$ cat config.mk
export PLATFORM = sky130hd
export DESIGN_NAME = note_duration_timer_flat
export DESIGN_NICKNAME = d
export VERILOG_FILES = /design/src/rtl/note_duration_timer_if.sv /design/src/rtl/note_duration_timer.sv /design/src/flat_wrapper.sv
export SDC_FILE = /design/constraint.sdc
export NUM_CORES = 1
export LEC_CHECK = 0
export BUFFER_PORTS_ARGS = -buffer_cell sky130_fd_sc_hd__buf_2
export CAP_MARGIN = 30
export CORE_MARGIN = 2
export CORE_UTILIZATION = 55
export DETAILED_ROUTE_END_ITERATION = 7
export GPL_ROUTABILITY_DRIVEN = 0
export MAX_ROUTING_LAYER = met4
export PLACE_DENSITY_LB_ADDON = 0.12
export SYNTH_ARGS = -nofsm -noshare
export SYNTH_HDL_FRONTEND = slang
export SYNTH_SLANG_ARGS = --single-unit
export TNS_END_PERCENT = 20
$ cat constraint.sdc
create_clock -name clk -period 7.5 [get_ports clk]
set_input_delay 1.875 -clock clk [delete_from_list [all_inputs] [get_ports clk]]
set_output_delay 1.875 -clock clk [all_outputs]
set_load 0.02 [all_outputs]
$ cat src/rtl/note_duration_timer_if.sv
// Note request handshake between the melody sequencer and the note timer.
// The sequencer is the master; the timer is the slave.
interface note_duration_timer_if;
    logic       len_valid;
    logic       len_ready;
    logic [3:0] len_code;
    logic       len_rest;

    modport master (
        output len_valid,
        output len_code,
        output len_rest,
        input  len_ready
    );

    modport slave (
        input  len_valid,
        input  len_code,
        input  len_rest,
        output len_ready
    );
endinterface

$ cat src/rtl/note_duration_timer.sv
// Note-length timer: times each accepted note against a programmable tempo.
// Optional articulation gap enabled by defining NOTE_TIMER_GAP_EN.
module note_duration_timer #(
    parameter int BEAT_W     = 26,
    parameter int GAP_CYCLES = 4
) (
    input  logic                  clk,
    input  logic                  rst,
    input  logic [BEAT_W-1:0]     beat_cycles,
    note_duration_timer_if.slave  len,
    input  logic                  pause,
    output logic                  gate,
    output logic                  note_done,
    output logic                  busy,
    output logic                  bad_len
);

    localparam int CW = BEAT_W + 2;

    typedef enum logic {
        IDLE,
        RUN
    } state_t;

    state_t        state;
    state_t        state_nx;
    logic [CW-1:0] cnt;
    logic [CW-1:0] q;
    logic [CW-1:0] dur;
    logic [CW-1:0] dur_m1;
    logic          tone;
    logic          bad;
    logic          gate_en;
    logic          cnt_zero;
    logic          can_take;
    logic          accept;
    logic          tone_on;

    assign q        = CW'(beat_cycles);
    assign dur_m1   = dur - CW'(1);
    assign cnt_zero = (cnt == '0);
    // In IDLE the counter is always zero, so one term covers both states.
    assign can_take = (state == IDLE) | (cnt_zero & ~pause);
    assign accept   = len.len_valid & can_take;

    // Decode the length code into a duration using shifts and adds only.
    always_comb begin
        dur  = CW'(1);
        tone = 1'b0;
        bad  = 1'b0;
        unique case (len.len_code)
            4'd1: begin dur = q << 2;              tone = 1'b1; end
            4'd2: begin dur = q << 1;              tone = 1'b1; end
            4'd3: begin dur = q;                   tone = 1'b1; end
            4'd4: begin dur = q >> 1;              tone = 1'b1; end
            4'd5: begin dur = (q << 1) + q;        tone = 1'b1; end
            4'd6: begin dur = q + (q >> 1);        tone = 1'b1; end
            4'd7: begin dur = (q >> 1) + (q >> 2); tone = 1'b1; end
            4'd8: begin dur = q >> 2;              tone = 1'b1; end
            4'd0: dur = CW'(1);
            default: begin
                dur = CW'(1);
                bad = 1'b1;
            end
        endcase
        if (dur == '0) begin
            dur = CW'(1);
        end
    end

`ifdef NOTE_TIMER_GAP_EN
    localparam logic [CW-1:0] GAP_MAX = CW'(GAP_CYCLES);

    logic [CW-1:0] gap_len;
    logic [CW-1:0] gap_nx;

    // Gap never swallows the whole note: at least one gated cycle remains.
    assign gap_nx  = (dur_m1 < GAP_MAX) ? dur_m1 : GAP_MAX;
    // Counter ends at zero, so the last gap_len cycles have cnt < gap_len.
    assign tone_on = (cnt >= gap_len);

    // Latch the gap length for the note being accepted.
    always_ff @(posedge clk) begin
        if (rst) begin
            gap_len <= '0;
        end else if (accept) begin
            gap_len <= gap_nx;
        end
    end
`else
    // Gap length has no effect without the articulation gap.
    localparam int unused_gap_cycles = GAP_CYCLES;

    assign tone_on = 1'b1;
`endif

    // State register.
    always_ff @(posedge clk) begin
        if (rst) begin
            state <= IDLE;
        end else begin
            state <= state_nx;
        end
    end

    // Next-state: leave RUN only on an unpaused final cycle with no new note.
    always_comb begin
        state_nx = state;
        unique case (state)
            IDLE: begin
                if (accept) begin
                    state_nx = RUN;
                end
            end
            RUN: begin
                if (cnt_zero && !pause && !accept) begin
                    state_nx = IDLE;
                end
            end
            default: state_nx = IDLE;
        endcase
    end

    // Outputs decoded from state, counter and pause.
    always_comb begin
        len.len_ready = can_take;
        busy          = 1'b0;
        note_done     = 1'b0;
        gate          = 1'b0;
        unique case (state)
            IDLE: begin
                busy = 1'b0;
            end
            RUN: begin
                busy      = 1'b1;
                note_done = cnt_zero & ~pause;
                gate      = gate_en & tone_on;
            end
            default: begin
                busy = 1'b0;
            end
        endcase
    end

    // Down-counter: loads D-1 on accept, holds while paused.
    always_ff @(posedge clk) begin
        if (rst) begin
            cnt <= '0;
        end else if (accept) begin
            cnt <= dur_m1;
        end else if (state == RUN && !pause && !cnt_zero) begin
            cnt <= cnt - CW'(1);
        end
    end

    // Per-note gate enable and the sticky illegal-code flag.
    always_ff @(posedge clk) begin
        if (rst) begin
            gate_en <= 1'b0;
            bad_len <= 1'b0;
        end else if (accept) begin
            gate_en <= tone & ~len.len_rest;
            if (bad) begin
                bad_len <= 1'b1;
            end
        end
    end

endmodule

$ cat src/flat_wrapper.sv
// flat-port wrapper written by rule: the top's interface ports become plain ports
module note_duration_timer_flat 
#(
    parameter int BEAT_W     = 26,
    parameter int GAP_CYCLES = 4
)
  (clk, rst, beat_cycles, pause, gate, note_done, busy, bad_len, len_len_valid, len_len_code, len_len_rest, len_len_ready);
  note_duration_timer_if len_i ();
  input  logic clk;
  input  logic rst;
  input  logic [BEAT_W-1:0] beat_cycles;
  input  logic pause;
  output logic gate;
  output logic note_done;
  output logic busy;
  output logic bad_len;
  input wire logic [$bits(len_i.len_valid)-1:0] len_len_valid;
  input wire logic [$bits(len_i.len_code)-1:0] len_len_code;
  input wire logic [$bits(len_i.len_rest)-1:0] len_len_rest;
  output wire logic [$bits(len_i.len_ready)-1:0] len_len_ready;
  assign len_i.len_valid = len_len_valid;
  assign len_i.len_code = len_len_code;
  assign len_i.len_rest = len_len_rest;
  assign len_len_ready = len_i.len_ready;
  note_duration_timer #(.BEAT_W(BEAT_W), .GAP_CYCLES(GAP_CYCLES)) u_core (.clk(clk), .rst(rst), .beat_cycles(beat_cycles), .len(len_i), .pause(pause), .gate(gate), .note_done(note_done), .busy(busy), .bad_len(bad_len));
endmodule
==> results.md, run 1 <==
* Register area share after synthesis at 9.189%
* EDFF count, synth at 0
* Maximum clock frequency at about 0.16 GHz
* Initial antenna violation count at 0
* Period utilization at 85.12%
* Row Count at 40
* Area of the core at about 0.012 mm2
* Post-DP HPWL at roughly 19 mm
* DR vias/cell at between 7 and 8
* Power density over the cells at between 100 and 150 mW/mm2
* Number of global-route vias before repair at 7270
* Hold path depth at 2
* Clock sinks at 31
* P&R area growth vs syn at 4.761%
* Drt drc at 0
* Maxcap violations at 0
* RSZ-0062 raised after global routing: no
* Reg-to-reg endpoint: u_core.cnt[18]
* Worst r2r src: u_core.cnt[26]
* Tot GR Track Use at between 30% and 40%
* Endpoint, Worst Hold: u_core.bad_len
* Routed len/inst at approximately 22 um
* Syn Area/Cell at between 6 and 7 um2
* Max clock buf depth at 2
* Largest net degree at the start of global routing at 40
* Synth top area cells: dfxtp_1 9.2%, nand2_1 5.4%, nor2_1 5.1%, ha_1 5.0%, a21oi_1 4.7%
* Share of the synthesized area in the top cell type at 9.189%
* WL final at roughly 25 mm
* Final Hold Fails at 0
* Hold buffer count at CTS at 0
* Dpl cells at between 1000 and 1500
* Hold path startpoint: u_core.bad_len
* Synth Warn # at 0
* GR Overflow Total at 0
* Worst Reg-to-Reg Cells at 17
* Metal3 WL at approximately 2.5 mm
* # IOs at 40
* Slew Limit Headroom at 30.51%
* Setup crit start kind: input pin
* Overall power at between 1 and 1.5 mW
* TritonCTS clock tree: built
* Die ar. at ~0.013 mm2
* Status: finished, final reports clean
* DR iter-0 viols at roughly 1200
* Synthesized area at roughly 0.0068 mm2
* Latest clock arrival within the worst-skew pair at 280 ps
* Final ANT Viol Nets at 0
* Reg2Reg Setup Slack at 2930 ps
* Die W at about 110 um
* # resized after CTS at 0
* IO buf count at 39
* Post-Route Skew at 5.325 ps
* Final Setup Violations at 0
* Ant diodes at 0
* Layout cell share with drive strength beyond 1 at around 13%
* Worst EP arrival at around 6600 ps
* Final std cells w/o fill at about 1100
* Detailed Routing Iterations Pass 1 at 6
* Final slew viol count at 0
* CP Capture Type: flop
* Total number of vias at approximately 8100
* CTS Buf Count at 5
* Most frequent cell after synthesis: nand2_1
* Final #Nets at approximately 1000
* Worst setup margin at 1116 ps
* CP Max Fanout at 7
* M1 WL at ~10 mm
* Synth Register Bits at 31
* Critical path class: input pin to flop
* Leading area contributor after synthesis: dfxtp_1
* Highest Signal Layer: met4
* Async SR Flop Fraction at 0%
* Critical Path RT at 7710 ps
* Ys flop type: dfxtp_1
* Library cells used by synthesis at 95
* FILL cells at about 1200
* Mapped Cells at 971
* Top cells by count, synth: 98 x nand2_1, 91 x nor2_1, 63 x a21oi_1
* Final core occ at between 50% and 60%
* Syn Nets at about 1000
* Reg area at just over 600 um2
* DP Worst Slack at just under 1000 ps
* First-pass GRT wire length at a little under 40 mm
* Multi-input gate area at ~0.0057 mm2
* Fin Setup TNS at 0 ps
* Post-placement cell area at roughly 0.0069 mm2
* Min cycle time layout at approximately 6400 ps
* Root Driver: clkbuf_16
* Number of buffers inserted by post-CTS setup repair at 0
* Worst hold margin at about 460 ps
* Cell area after layout at 0.007076 mm2
* CTS H-tree lvls at 2
* Worst Max-Slew Pin Slew at between 1000 and 1500 ps
* Leakage at ~2.6 nW
* HP Class: flop to flop
* Met2 WL post-DR at just over 10 mm
* VDD IR max at between 0.09 and 0.1 mV
* Clk slew on worst S/H paths at ~50 ps
* Starting density of the core at between 50% and 60%
* Chip height at ~110 um
-- placed cells by master (no fill, tap or decap), drive strengths merged, types with 10 or more instances in the layout --
master	n
mux2	11
a211oi	37
dfxtp	31
inv	23
a21oi	69
and3	10
xnor2	24
ha	27
o21ai	56
buf	54
o221ai	17
a22oi	22
nor4	15
nand4	24
mux2i	28
and2	10
nor2	93
a31oi	21
xor2	12
nand2b	12
nor3	34
nand2	98
nand3	36
o21a	16
o211ai	15
-- flip-flops by register name, indices dropped and copies added (netlist names) --
name / count
u_core.bad_len: 1
u_core.cnt: 28
u_core.gate_en: 1
u_core.state: 1
-- power breakdown --
part	total [mW]	leakage, nW	switching (mW)	internal, mW
clock network	0.237	0.0868	0.0725	0.165
registers	0.205	0.256	0.0200	0.185
logic	0.569	2.24	0.366	0.203
total	1.01	2.58	0.458	0.552
-- layer usage --
| metal | global-route usage (%) | up-vias |
|---|---|---|
| met3 | 7.960 | 101 |
| met5 | - | - |
| li1 | - | 3755 |
| met2 | 55.66 | 517 |
| met4 | 18.47 | 0 |
| met1 | 50.75 | 3706 |
-- how the worst max path moves through the flow --
stage	from	to	slack, ps	cells after the start
after global routing	beat_cycles[2]	u_core.cnt[18]	870	20
after floorplan	beat_cycles[1]	u_core.cnt[18]	1550	20
after global placement	beat_cycles[1]	u_core.cnt[18]	980	20
final	beat_cycles[2]	u_core.cnt[18]	1120	20
after detailed placement	beat_cycles[2]	u_core.cnt[18]	960	20
after CTS	beat_cycles[2]	u_core.cnt[18]	1230	20
-- critical path, stage by stage --
cell,delay [ps]
buf_2,140
ha_1,220
inv_1,90
fa_1,480
nand2b_1,250
a21o_2,290
a2111o_1,430
a31oi_1,270
o31ai_1,110
a211oi_1,330
nand4_1,210
nor4_1,310
and3_2,220
a21oi_1,60
ha_1,280
o21a_1,170
and3b_1,240
nand3_1,130
mux2_2,340
a31oi_1,150
-- cell families after synthesis --
| logic type | Yosys count | share of synthesized area [%] |
|---|---|---|
| fa+ha+maj | 29 | 5.595 |
| xor+xnor | 36 | 4.668 |
| mux | 39 | 5.984 |
| buf+inv | 90 | 6.855 |
| flops | 31 | 9.189 |
| compound gates | 347 | 36.64 |
| simple gates | 399 | 31.07 |
-- layout make-up --
| type | count | area share [%] |
|---|---|---|
| sequential | 31 | 8.771 |
| multi-input combinational | 850 | 80.60 |
| clock inverter | 2 | 0.4951 |
| inverter | 23 | 1.220 |
| timing repair buffer | 54 | 4.350 |
| tap | 147 | 2.599 |
| clock buffer | 6 | 1.963 |
Power figures use the tool's default switching activity.
==> run 2: changes to the inputs <==
CORE_UTILIZATION = 61   (was 55)
==> results.md, run 2 (synthesis results as in run 1) <==
* Status: finished, final reports clean
* Number of global-route vias before repair at roughly 7300
* Layout cell share with drive strength beyond 1 at roughly 12%
* Most common cell after layout, fill and taps aside: nand2_1
* WL final at roughly 24 mm
* Critical path buffer and inverter count at 2
* Setup crit start kind: input pin
* Worst EP arrival at ~6800 ps
* Post-DP HPWL at 18.65 mm
* Post-Route Skew at around 5.3 ps
* Maxcap violations at 0
* CP Capture Type: flop
* Tot GR Track Use at 42.08%
* RSZ-0062 raised after global routing: no
* Final core occ at around 65%
* Worst hold margin at approximately 470 ps
* Worst path cell trace: buf_2 -> ha_1 -> inv_1 -> fa_1 -> nand2b_1 -> a21o_2 -> a2111o_1 -> a31oi_1 -> o31ai_1 -> a211oi_1 -> nand4_1 -> nor4_1 -> and3_2 -> a21oi_1 -> ha_1 -> o21a_1 -> and3b_1 -> nand3_1 -> mux2_2 -> a31oi_1
* Final slew viol count at 0
* First-pass GRT wire length at ~38 mm
* Area of the core at 0.01084 mm2
* Max clock buf depth at 2
* Leakage at roughly 2.6 nW
* Worst r2r src: u_core.cnt[26]
* Hold buffer count at CTS at 0
* Fin Setup TNS at 0 ps
* # IOs at 40
* Reg-to-reg endpoint: u_core.cnt[18]
* Top delay family on crit path: compound AO/OA/AOI/OAI gates
* P&R area growth vs syn at 3.649%
* CP Max Fanout at 12
* Hold path depth at 2
* Min cycle time layout at approximately 6600 ps
* Total number of vias at around 8000
* GR Overflow Total at 0
* Reg2Reg Setup Slack at 2710 ps
* IO buf count at 39
* Number of buffers inserted by post-CTS setup repair at 0
* Crit-path max cell delay at 490 ps
* Overall power at 0.9447 mW
* Final ANT Viol Nets at 0
* Root Driver: clkbuf_8
* Die ar. at between 0.01 and 0.015 mm2
* VDD IR max at around 0.11 mV
* Routed len/inst at between 20 and 25 um
* Slew Limit Headroom at a little over a third
* Clk slew on worst S/H paths at ~70 ps
* Latest clock arrival within the worst-skew pair at 290 ps
* Worst Setup SP: beat_cycles[1]
* Period utilization at 87.61%
* Clock sinks at 31
* Critical path class: input pin to flop
* DR iter-0 viols at about 1100
* Worst Max-Slew Pin Slew at between 900 and 1000 ps
* DR vias/cell at 7.385
* Power density over the cells at ~130 mW/mm2
* Largest net degree at the start of global routing at 40
* Maximum clock frequency at ~0.15 GHz
* CTS H-tree lvls at 2
* Row Count at 38
* Starting density of the core at between 60% and 70%
* TritonCTS clock tree: built
* Final Hold Fails at 0
* Slowest CP cell: fa_1
* HP Class: flop to flop
* Stages on the worst setup path at 20
* Largest Register: u_core.cnt
* Initial antenna violation count at 0
* Die W at 109.2 um
* Final #Nets at 1028
* Detailed Routing Iterations Pass 1 at 6
* Most frequent cells in the layout: 98 x nand2_1, 91 x nor2_1, 63 x a21oi_1
* # resized after CTS at 0
* Crit path capture: u_core.cnt[18]
* CTS Buf Count at 5
* Drt drc at 0
* Critical Path RT at 7710 ps
* Max FFs per register at 28
* Final Setup Violations at 0
* Chip height at around 110 um
* Worst Reg-to-Reg Cells at 17
* Ant diodes at 0
-- run 2: changes by cell type in the layout (fill, tap and decap cells not counted) --
cell / previous run / this run
clkbuf_8: 1 / 6
buf_2: 39 / 40
buf_4: 15 / 13
clkbuf_16: 5 / 0
-- run 2: area by class of cell --
class / instances / area, um2
timing repair buffer: 53 / 297.8
clock inverter: 2 / 35.03
fill: 1044 / 3840
inverter: 23 / 86.33
sequential: 31 / 620.6
multi-input combinational: 850 / 5703
tap: 140 / 175.2
clock buffer: 6 / 82.58
-- run 2: worst min-delay path by stage --
stage | startpoint | end | slack, ps
floorplan | u_core.gate_en | u_core.gate_en | 450
global placement | u_core.bad_len | u_core.bad_len | 460
detailed placement | u_core.bad_len | u_core.bad_len | 460
CTS | u_core.bad_len | u_core.bad_len | 480
global route | u_core.bad_len | u_core.bad_len | 520
finish | u_core.bad_len | u_core.bad_len | 470
-- run 2: routing by layer --
metal	part of all wire, %	GRT usage [%]	up-vias
met5	0	-	-
met4	6.9	23.69	0
met3	11	8.428	142
met2	41	59.54	561
met1	41	55.48	3713
li1	-	-	3744
-- run 2: report_power, final --
part           internal [mW]  switching (mW)  leakage, nW
combinational          0.202           0.364         2.23
sequential             0.184          0.0203        0.256
clock                  0.107          0.0664       0.0612
total                  0.494           0.451         2.55
-- run 2: worst min-delay path: stages, from the launching register on --
cell and delay [ps]:
dfxtp_1 330, a31oi_1 40, nor2_1 70
-- run 2: through the flow --
| stage | cell area, um2 | setup WS [ps] | cells |
|---|---|---|---|
| 5_1_grt | 7000 | 586.6 | 1105 |
| 3_5_place_dp | 6878 | 755.6 | 1096 |
| 4_1_cts | 6995 | 1003 | 1104 |
| 6_report | 7000 | 929.5 | 1105 |
| 3_3_place_gp | 6878 | 852.5 | 1096 |
| 2_1_floorplan | 6754 | 1548 | 971 |
==> run 3: changes to the inputs <==
CORE_ASPECT_RATIO = 0.6   (was not set)
SKIP_CTS_REPAIR_TIMING = 1   (was not set)
==> results.md, run 3 (synthesis results as in run 1) <==
* Status: complete, but fails checks
* Failing checks: DRC
* Critical Path RT at between 7000 and 8000 ps
* Number of global-route vias before repair at a little under 8000
* Final Setup Violations at 0
* Post-DP HPWL at roughly 22 mm
* Total number of vias at 8846
* DP Worst Slack at 559.5 ps
* Starting density of the core at between 60% and 70%
* Area of the core at 0.01067 mm2
* Setup crit start kind: input pin
* Most frequent cells in the layout: 98 x nand2_1, 91 x nor2_1, 63 x a21oi_1
* RSZ-0062 raised after global routing: no
* Leakage at between 2 and 3 nW
* Layout cell share with drive strength beyond 1 at about an eighth
* Final Hold Fails at 0
* WL final at 28.17 mm
* Overall power at around 1.0 mW
* Worst setup margin at between 500 and 600 ps
* Routed len/inst at about 26 um
* Min cycle time layout at around 7000 ps
* Worst Max-Slew Pin Slew at between 900 and 1000 ps
* Largest Register: u_core.cnt
* Maxcap violations at 0
* Max clock buf depth at 2
* Max FFs per register at 28
* GR Overflow Total at 0
* Chip height at around 86 um
* Detailed Routing Iterations Pass 1 at 8
* Initial antenna violation count at 1
* Fin Setup TNS at 0 ps
* IO buf count at 39
* Maximum clock frequency at ~0.14 GHz
* Drt drc at roughly 120
* VDD IR max at 0.1376 mV
* First-pass GRT wire length at about 44 mm
* CP Capture Type: flop
* Die ar. at 0.01196 mm2
* Post-Route Skew at 9.445 ps
* CTS H-tree lvls at 2
* Die W at between 100 and 150 um
* DR vias/cell at approximately 8.0
* Clk slew on worst S/H paths at 60 ps
* Power density over the cells at about 150 mW/mm2
* DR iter-0 viols at just under 2000
* Worst hold margin at ~480 ps
* # IOs at 40
* Worst EP arrival at between 7000 and 8000 ps
* P&R area growth vs syn at 3.668%
* Final ANT Viol Nets at 0
* Most common cell after layout, fill and taps aside: nand2_1
* Slew Limit Headroom at between 30% and 40%
* TritonCTS clock tree: built
* Row Count at 29
* Largest net degree at the start of global routing at between 40 and 50
* Tot GR Track Use at a little under half
* Critical path class: input pin to flop
* Latest clock arrival within the worst-skew pair at 280 ps
* Root Driver: clkbuf_16
* CTS Buf Count at 5
* Final #Nets at between 1000 and 1500
* Final slew viol count at 0
* Clock sinks at 31
* Period utilization at between 90 and 100%
* HP Class: flop to flop
* Reg2Reg Setup Slack at about 2400 ps
* CP Max Fanout at 13
==> run 3: cell count changes in the layout (fill, tap and decap cells not counted) <==
cell	before	now
diode_2	0	1
buf_4	13	8
buf_2	40	39
bufinv_16	1	0
clkinv_2	1	0
clkinvlp_4	0	1
clkbuf_8	6	2
clkbuf_16	0	5
==> run 3: final timing paths <==
path	startpoint	endpoint	cells past startpoint
worst max-delay path	beat_cycles[6]	u_core.cnt[18]	18
worst min-delay path	u_core.bad_len	u_core.bad_len	2
worst max register to register	u_core.cnt[6]	u_core.cnt[18]	17
worst min register to register	u_core.bad_len	u_core.bad_len	2
==> run 3: cell type report <==
type,instances,area (um2)
repair buffers,47,255.2
clock buffers,7,152.6
inverters,23,86.33
fillers,953,3666
well taps,139,173.9
clock inverters,1,7.507
diodes,1,2.502
flip-flops and latches,31,620.6
multi-input cells,850,5703
==> run 3: power breakdown <==
group          total (mW)  internal (mW)  leakage, nW  switching, mW
clock network       0.217          0.141       0.0761         0.0761
registers           0.207          0.185        0.256         0.0227
logic               0.613          0.202         2.20          0.412
==> run 3: critical path, stage by stage <==
cell	delay, ps
buf_2	170
ha_1	590
nand4_1	250
o221ai_1	620
a21oi_1	290
nor2_1	190
mux2_2	350
a211oi_1	450
nand4_1	160
nor4_1	320
and3_2	390
a21oi_1	100
ha_1	310
o21a_1	210
and3b_1	260
nand3_1	130
mux2_2	340
a31oi_1	160
==> run 3: layer usage <==
| metal | wire length [um] | vias up | part of all wire [%] | GRT usage [%] |
|---|---|---|---|---|
| met5 | 0 | - | 0 | - |
| met4 | 1244 | 0 | 4.4 | 12.82 |
| met3 | 5817 | 176 | 21 | 24.68 |
| met2 | 10010 | 866 | 36 | 59.42 |
| met1 | 11090 | 4070 | 39 | 64.82 |
| li1 | - | 3734 | - | - |
==> run 3: through the flow <==
step / utilization [%] / area [um2] / instances
after floorplan: - / 6754 / 971
after global placement: 64.11 / 6839 / 1090
after detailed placement: 64.11 / 6839 / 1090
after CTS: 65.61 / 6999 / 1098
after global routing: 65.63 / 7002 / 1099
final: 65.63 / 7002 / 1099
